### config.mk
export PLATFORM = sky130hd
export DESIGN_NAME = float_mul_stream
export DESIGN_NICKNAME = d
export VERILOG_FILES = /design/src/rtl/fp_pkg.sv /design/src/rtl/fp_round_pack.sv /design/src/rtl/float_mul_stream.sv
export SDC_FILE = /design/constraint.sdc
export NUM_CORES = 2
export LEC_CHECK = 0
export CELL_PAD_IN_SITES_DETAIL_PLACEMENT = 0
export CELL_PAD_IN_SITES_GLOBAL_PLACEMENT = 1
export CORE_MARGIN = 10
export CORE_UTILIZATION = 54
export DETAILED_ROUTE_END_ITERATION = 6
export PLACE_DENSITY = 0.91
export SLEW_MARGIN = 20
export SYNTH_ARGS = -nofsm -noshare
export SYNTH_HDL_FRONTEND = slang
export SYNTH_SLANG_ARGS = --single-unit
### constraint.sdc
create_clock -name CLK -period 6.85 [get_ports CLK]
set_clock_uncertainty 0.1 [all_clocks]
set_input_delay 1.37 -clock CLK [delete_from_list [all_inputs] [get_ports CLK]]
set_output_delay 1.37 -clock CLK [all_outputs]
set_load 0.01 [all_outputs]
### src/rtl/fp_pkg.sv
// Shared definitions for the streaming FP multiplier: operand classes,
// flag bit positions and width-generic constant helpers.
package fp_pkg;

  localparam int MAX_W = 64;

  localparam int FLAG_INVALID   = 3;
  localparam int FLAG_OVERFLOW  = 2;
  localparam int FLAG_UNDERFLOW = 1;
  localparam int FLAG_INEXACT   = 0;

  typedef enum logic [1:0] {
    CLS_NORM = 2'd0,
    CLS_ZERO = 2'd1,
    CLS_INF  = 2'd2,
    CLS_NAN  = 2'd3
  } fp_cls_e;

  function automatic int bias_of(input int we);
    return (1 << (we - 1)) - 1;
  endfunction

  function automatic int exp_max_of(input int we);
    return (1 << we) - 1;
  endfunction

  // Canonical quiet NaN: sign 0, exponent all ones, only the fraction MSB set.
  function automatic logic [MAX_W-1:0] qnan_of(input int we, input int wm);
    logic [MAX_W-1:0] q;
    q = '0;
    for (int i = 0; i < we; i++) q[wm+i] = 1'b1;
    q[wm-1] = 1'b1;
    return q;
  endfunction

  // Denormals (exp == 0) classify as zero, flushing them to a signed zero.
  function automatic fp_cls_e classify(input logic exp_zero, input logic exp_ones,
                                       input logic frac_zero);
    if (exp_zero) return CLS_ZERO;
    if (exp_ones) return frac_zero ? CLS_INF : CLS_NAN;
    return CLS_NORM;
  endfunction

endpackage

### src/rtl/fp_round_pack.sv
// Rounds a normalised mantissa with guard/sticky bits and packs the result,
// resolving special classes and exponent overflow/underflow.
module fp_round_pack
  import fp_pkg::*;
#(
  parameter int WIDTH     = 32,
  parameter int WIDTH_exp = 8,
  parameter int WIDTH_mat = 23,
  parameter int ROUND_RNE = 1
) (
  input  logic                        sign,
  input  fp_cls_e                     cls,
  input  logic                        invalid_in,
  input  logic [WIDTH_mat:0]          mant,
  input  logic                        guard,
  input  logic                        sticky,
  input  logic signed [WIDTH_exp+1:0] exp_in,
  output logic [WIDTH-1:0]            word,
  output logic [3:0]                  flags
);

  localparam int EW = WIDTH_exp + 2;
  localparam logic signed [EW-1:0] EXP_MAX_S = EW'(exp_max_of(WIDTH_exp));
  localparam logic [MAX_W-1:0] QNAN_W = qnan_of(WIDTH_exp, WIDTH_mat);

  logic                   round_up;
  logic                   carry;
  logic [WIDTH_mat+1:0]   mant_r;
  logic signed [EW-1:0]   exp_r;

  always_comb begin
    round_up = (ROUND_RNE != 0) && guard && (sticky || mant[0]);
    mant_r   = {1'b0, mant} + {{(WIDTH_mat+1){1'b0}}, round_up};
    // A carry out leaves the fraction bits all zero, so only the exponent moves.
    carry    = mant_r[WIDTH_mat+1];
    exp_r    = exp_in + $signed({{(EW-1){1'b0}}, carry});
    word     = '0;
    flags    = '0;
    case (cls)
      CLS_NAN: begin
        word                = QNAN_W[WIDTH-1:0];
        flags[FLAG_INVALID] = invalid_in;
      end
      CLS_INF:  word = {sign, {WIDTH_exp{1'b1}}, {WIDTH_mat{1'b0}}};
      CLS_ZERO: word = {sign, {(WIDTH-1){1'b0}}};
      default: begin
        flags[FLAG_INEXACT] = guard | sticky;
        if (exp_r >= EXP_MAX_S) begin
          word                 = {sign, {WIDTH_exp{1'b1}}, {WIDTH_mat{1'b0}}};
          flags[FLAG_OVERFLOW] = 1'b1;
          flags[FLAG_INEXACT]  = 1'b1;
        end else if (exp_r <= 0) begin
          word                  = {sign, {(WIDTH-1){1'b0}}};
          flags[FLAG_UNDERFLOW] = 1'b1;
          flags[FLAG_INEXACT]   = 1'b1;
        end else begin
          word = {sign, exp_r[WIDTH_exp-1:0], mant_r[WIDTH_mat-1:0]};
        end
      end
    endcase
  end

endmodule

### src/rtl/float_mul_stream.sv
// Three-stage stallable floating-point multiplier with valid/ready flow
// control: classify+multiply, normalise, round/pack into the output regs.
module float_mul_stream
  import fp_pkg::*;
#(
  parameter int WIDTH     = 32,
  parameter int WIDTH_exp = 8,
  parameter int WIDTH_mat = 23,
  parameter int ROUND_RNE = 1
) (
  input  logic             CLK,
  input  logic             nRST,
  input  logic             in_valid,
  output logic             in_ready,
  input  logic [WIDTH-1:0] OP1,
  input  logic [WIDTH-1:0] OP2,
  input  logic             exce_in,
  output logic             out_valid,
  input  logic             out_ready,
  output logic [WIDTH-1:0] result,
  output logic [3:0]       flags,
  output logic             exce_out
);

  localparam int WE = WIDTH_exp;
  localparam int WM = WIDTH_mat;
  localparam int MW = WM + 1;
  localparam int PW = 2 * MW;
  localparam int EW = WE + 2;
  localparam logic signed [EW-1:0] BIAS_S = EW'(bias_of(WE));

  logic advance;
  assign advance  = !out_valid || out_ready;
  assign in_ready = advance;

  logic          s_a, s_b;
  logic [WE-1:0] e_a, e_b;
  logic [WM-1:0] f_a, f_b;
  assign {s_a, e_a, f_a} = OP1;
  assign {s_b, e_b, f_b} = OP2;

  fp_cls_e              c_a, c_b, c_p;
  logic                 inv_p;
  logic [PW-1:0]        prod_c;
  logic signed [EW-1:0] exp_c;

  always_comb begin
    c_a   = classify(e_a == '0, &e_a, f_a == '0);
    c_b   = classify(e_b == '0, &e_b, f_b == '0);
    inv_p = 1'b0;
    if (c_a == CLS_NAN || c_b == CLS_NAN) begin
      c_p = CLS_NAN;
    end else if ((c_a == CLS_INF && c_b == CLS_ZERO) || (c_a == CLS_ZERO && c_b == CLS_INF)) begin
      c_p   = CLS_NAN;
      inv_p = 1'b1;
    end else if (c_a == CLS_INF || c_b == CLS_INF) begin
      c_p = CLS_INF;
    end else if (c_a == CLS_ZERO || c_b == CLS_ZERO) begin
      c_p = CLS_ZERO;
    end else begin
      c_p = CLS_NORM;
    end
  end

  assign prod_c = {{MW{1'b0}}, 1'b1, f_a} * {{MW{1'b0}}, 1'b1, f_b};
  assign exp_c  = $signed({2'b00, e_a}) + $signed({2'b00, e_b}) - BIAS_S;

  logic                 s1_valid, s1_sign, s1_inv, s1_exce;
  fp_cls_e              s1_cls;
  logic [PW-1:0]        s1_prod;
  logic signed [EW-1:0] s1_exp;

  always_ff @(posedge CLK or negedge nRST) begin
    if (!nRST) begin
      s1_valid <= 1'b0;
      s1_sign  <= 1'b0;
      s1_inv   <= 1'b0;
      s1_exce  <= 1'b0;
      s1_cls   <= CLS_ZERO;
      s1_prod  <= '0;
      s1_exp   <= '0;
    end else if (advance) begin
      s1_valid <= in_valid;
      s1_sign  <= s_a ^ s_b;
      s1_inv   <= inv_p;
      s1_exce  <= exce_in;
      s1_cls   <= c_p;
      s1_prod  <= prod_c;
      s1_exp   <= exp_c;
    end
  end

  // Product of two [1,2) mantissas lies in [1,4); the top bit selects the shift.
  logic                 hi;
  logic [MW-1:0]        n_mant;
  logic                 n_g, n_s;
  logic signed [EW-1:0] n_exp;

  always_comb begin
    hi     = s1_prod[PW-1];
    n_mant = hi ? s1_prod[PW-1 -: MW] : s1_prod[PW-2 -: MW];
    n_g    = hi ? s1_prod[PW-1-MW] : s1_prod[PW-2-MW];
    n_s    = hi ? |s1_prod[PW-2-MW:0] : |s1_prod[PW-3-MW:0];
    n_exp  = s1_exp + $signed({{(EW-1){1'b0}}, hi});
  end

  logic                 s2_valid, s2_sign, s2_inv, s2_exce, s2_g, s2_s;
  fp_cls_e              s2_cls;
  logic [MW-1:0]        s2_mant;
  logic signed [EW-1:0] s2_exp;

  always_ff @(posedge CLK or negedge nRST) begin
    if (!nRST) begin
      s2_valid <= 1'b0;
      s2_sign  <= 1'b0;
      s2_inv   <= 1'b0;
      s2_exce  <= 1'b0;
      s2_g     <= 1'b0;
      s2_s     <= 1'b0;
      s2_cls   <= CLS_ZERO;
      s2_mant  <= '0;
      s2_exp   <= '0;
    end else if (advance) begin
      s2_valid <= s1_valid;
      s2_sign  <= s1_sign;
      s2_inv   <= s1_inv;
      s2_exce  <= s1_exce;
      s2_g     <= n_g;
      s2_s     <= n_s;
      s2_cls   <= s1_cls;
      s2_mant  <= n_mant;
      s2_exp   <= n_exp;
    end
  end

  logic [WIDTH-1:0] rp_word;
  logic [3:0]       rp_flags;

  fp_round_pack #(
    .WIDTH     (WIDTH),
    .WIDTH_exp (WIDTH_exp),
    .WIDTH_mat (WIDTH_mat),
    .ROUND_RNE (ROUND_RNE)
  ) u_round_pack (
    .sign       (s2_sign),
    .cls        (s2_cls),
    .invalid_in (s2_inv),
    .mant       (s2_mant),
    .guard      (s2_g),
    .sticky     (s2_s),
    .exp_in     (s2_exp),
    .word       (rp_word),
    .flags      (rp_flags)
  );

  always_ff @(posedge CLK or negedge nRST) begin
    if (!nRST) begin
      out_valid <= 1'b0;
      result    <= '0;
      flags     <= '0;
      exce_out  <= 1'b0;
    end else if (advance) begin
      out_valid <= s2_valid;
      if (s2_valid) begin
        result   <= rp_word;
        flags    <= rp_flags;
        exce_out <= s2_exce | rp_flags[FLAG_INVALID] | rp_flags[FLAG_OVERFLOW]
                    | rp_flags[FLAG_UNDERFLOW];
      end else begin
        result   <= '0;
        flags    <= '0;
        exce_out <= 1'b0;
      end
    end
  end

endmodule
==> metrics.yaml <==
outcome:
  status: "finished with violations"
  violations: "setup timing"
yosys:
  yosys.area.top_type: "fa_1"
  synthMuxAreaShare: 0.00928
  synth_fp_nets: 3636
  avgSynthCellArea_um2: 8.96
  ys_async_sr_fraction: 1.00
  synth_cells: 2890
  synth_compound_area_frac: 0.0740
  synth_flop_cell: "dfrtp_1"
  synth_warnings: 0
  syn_area_um2: 25900
  synth-seq-cells: 144
  netlist.area_leader.share: 0.374
  synth-edff-count: 0
  synth.distinct_cells: 75
  synth_area_leaders: "fa_1 37%, dfrtp_1 14%, ha_1 9.4%"
  synthAdderAreaFrac: 0.467
  yosysSeqAreaShare: 0.139
  synth_common_cells: "595 x inv_1, 483 x fa_1, 430 x nand2_1"
  synth_xor_area_frac: 0.0284
  yosysMostFrequentCell: "inv_1"
  synth_top_family_by_area: "adder cells"
  synth-simple-area-share: 0.172
routing:
  drc_errors: 0
  wl_per_cell_um: 20.2
  drt-total-wl_mm: 81.1
  vias_per_cell: 5.47
  drt.antenna.violating_nets: 0
  firstDrtPassIters: 6
  drt_iter0_drc: 1773
  vias: 21953
layout:
  area_growth_pct: 32.1
  nNetsFinal: 4135
  fin_util: 0.719
  drive_above_1_share: 0.286
  n_antenna_cell: 0
  ff_latch_area_um2: 3610
  fill_cells: 3371
  multi_input_area_um2: 20700
floorplan:
  core_area_um2: 47500
  start_util: 0.544
  die_area_um2: 57100
  ios: 108
  rows: 80
  dieWidth_um: 239
  die_height_um: 239
cts:
  cts_buffers: 17
  cts_hold_buffers: 0
  clk_latency_ns: 0.42
  htree_levels: 4
  clk_path_buf_depth: 2
  cts_root_buf: "clkbuf_16"
  cts_tree: "yes"
  path_clk_slew_ns: 0.06
  clkSinkCount: 144
critical_path:
  end_kind: "flip-flop"
  critPathMaxFanout: 8
  path_class: "input port to flip-flop"
  cp.arrival_ns: 7.66
  required_ns: 7.08
  cp-start-kind: "input port"
global_route:
  grt_max_degree: 105
  grt_pass1_vias: 23119
  grt_overflow: 0
  antenna_found_initial: 0
  grt_use_total: 0.279
  grt_pass1_wl_mm: 125
sta:
  hold_violations: 0
  maxSlewHeadroom: 0.389
  slew_viol_final: 0
  period_needed_ns: 7.42
  period_share: 1.08
  max_freq_mhz: 135
  worstMarginPinSlew_ns: 0.916
  setup_viol: 28
  fin_ws_ns: -0.572
  rsz0062_at_grt: "yes"
job:
  drv_cap: 0
place:
  place.port_buffers: 107
  place_congestion: 0.968
  dp_hpwl_mm: 59.4
min_path:
  hold_class: "flip-flop to flip-flop"
-- flip-flops by register name, indices dropped and copies added (netlist names), 2 cells and up --
name and count:
flags 4, s1_prod 48, s1_cls 2, s2_cls 2, result 32, s2_mant 24, s2_exp 10, s1_exp 10
-- area by class of cell --
class,count,share of cell area
Inverter,599,0.0670
Timing Repair Buffer,625,0.183
Clock inverter,9,0.00388
Multi-Input combinational cell,2002,0.605
Sequential cell,144,0.105
Tap cell,615,0.0225
Clock buffer,22,0.0136
-- per-layer routing --
metal	routed length, um	GRT usage	vias up
li1	-	-	9767
met1	31900	0.360	10848
met2	37800	0.461	1068
met3	6970	0.0491	270
met4	4360	0.107	0
met5	0	0	-
-- worst max-delay path: stages --
cell	delay, ns
buf_4	0.14
bufbuf_16	0.28
and2_4	0.14
fa_2	0.39
fa_1	0.49
inv_1	0.06
fa_1	0.53
inv_1	0.05
fa_1	0.49
inv_2	0.04
fa_1	0.47
inv_1	0.05
fa_1	0.49
inv_2	0.04
fa_1	0.53
inv_2	0.05
ha_4	0.25
a21oi_4	0.16
nor2_2	0.09
nor4b_2	0.35
inv_1	0.13
o211a_4	0.27
o211ai_1	0.27
a21oi_1	0.14
o211a_1	0.25
a211oi_2	0.14
-- layout by cell type, fill, tap and decap left out, types with 27 or more instances in the layout --
cell	netlist	layout
buf_8	0	27
nand4_1	28	28
and2_1	249	192
nand2_2	0	28
clkdlybuf4s50_1	0	60
inv_2	0	74
xnor2_1	36	27
xor2_1	46	45
o21ai_0	82	70
inv_1	595	514
fa_2	0	52
o21ai_2	22	32
fa_1	483	431
dfrtp_1	142	142
ha_4	0	27
ha_1	194	164
nor2_1	97	85
nand3_1	31	29
buf_6	0	87
buf_12	2	44
nand2_1	430	395
a21oi_1	88	71
a21o_1	32	31
and2_4	1	58
buf_4	0	374
-- what timing repair did --
| item | in CTS | in global routing |
|---|---|---|
| endpoints found under the hold margin | 0 | 0 |
| cloned | 15 | 4 |
| gates resized for setup | 483 | 213 |
| setup endpoints to repair | 33 | 30 |
| pin swaps | 238 | 184 |
| buffers inserted | 140 | 44 |
-- kinds of logic (layout without fill, tap and decap cells) --
| group | after synthesis | count (layout) |
|---|---|---|
| buf+inv | 744 | 1255 |
| simple gates | 921 | 921 |
| xor+xnor | 83 | 83 |
| fa+ha+maj | 677 | 677 |
| flops | 144 | 144 |
| compound gates | 297 | 297 |
| mux | 24 | 24 |
-- worst paths after layout --
path / startpoint / to / slack [ns] / cells past startpoint
min reg2reg: s1_cls[0] / s2_cls[0] / 0.36 / 2
max: OP2[11] / s1_prod[43] / -0.57 / 26
max in group asynchronous: nRST / s2_cls[0] / 4.62 / 2
min: s1_cls[0] / s2_cls[0] / 0.36 / 2
max reg2reg: s2_mant[0] / result[3] / 1.70 / 16
min in group asynchronous: nRST / s2_mant[17] / 0.95 / 1
-- stage by stage --
stage	cell area, um2	cells	TNS (ns)	worst slack, ns	hold slack [ns]
after floorplan	26600	2890	-4.49	-0.408	0.339
after global placement	30300	3796	-34.54	-1.27	0.351
after detailed placement	30300	3796	-37.33	-1.39	0.351
after CTS	33400	3980	-6.12	-0.395	0.361
after global routing	34200	4016	-14.06	-0.814	0.384
final	34200	4016	-9.01	-0.572	0.361
Power is left out: the tool's default activity adds up to more than one toggle a clock period on the data nets, which glitch-free logic cannot reach.
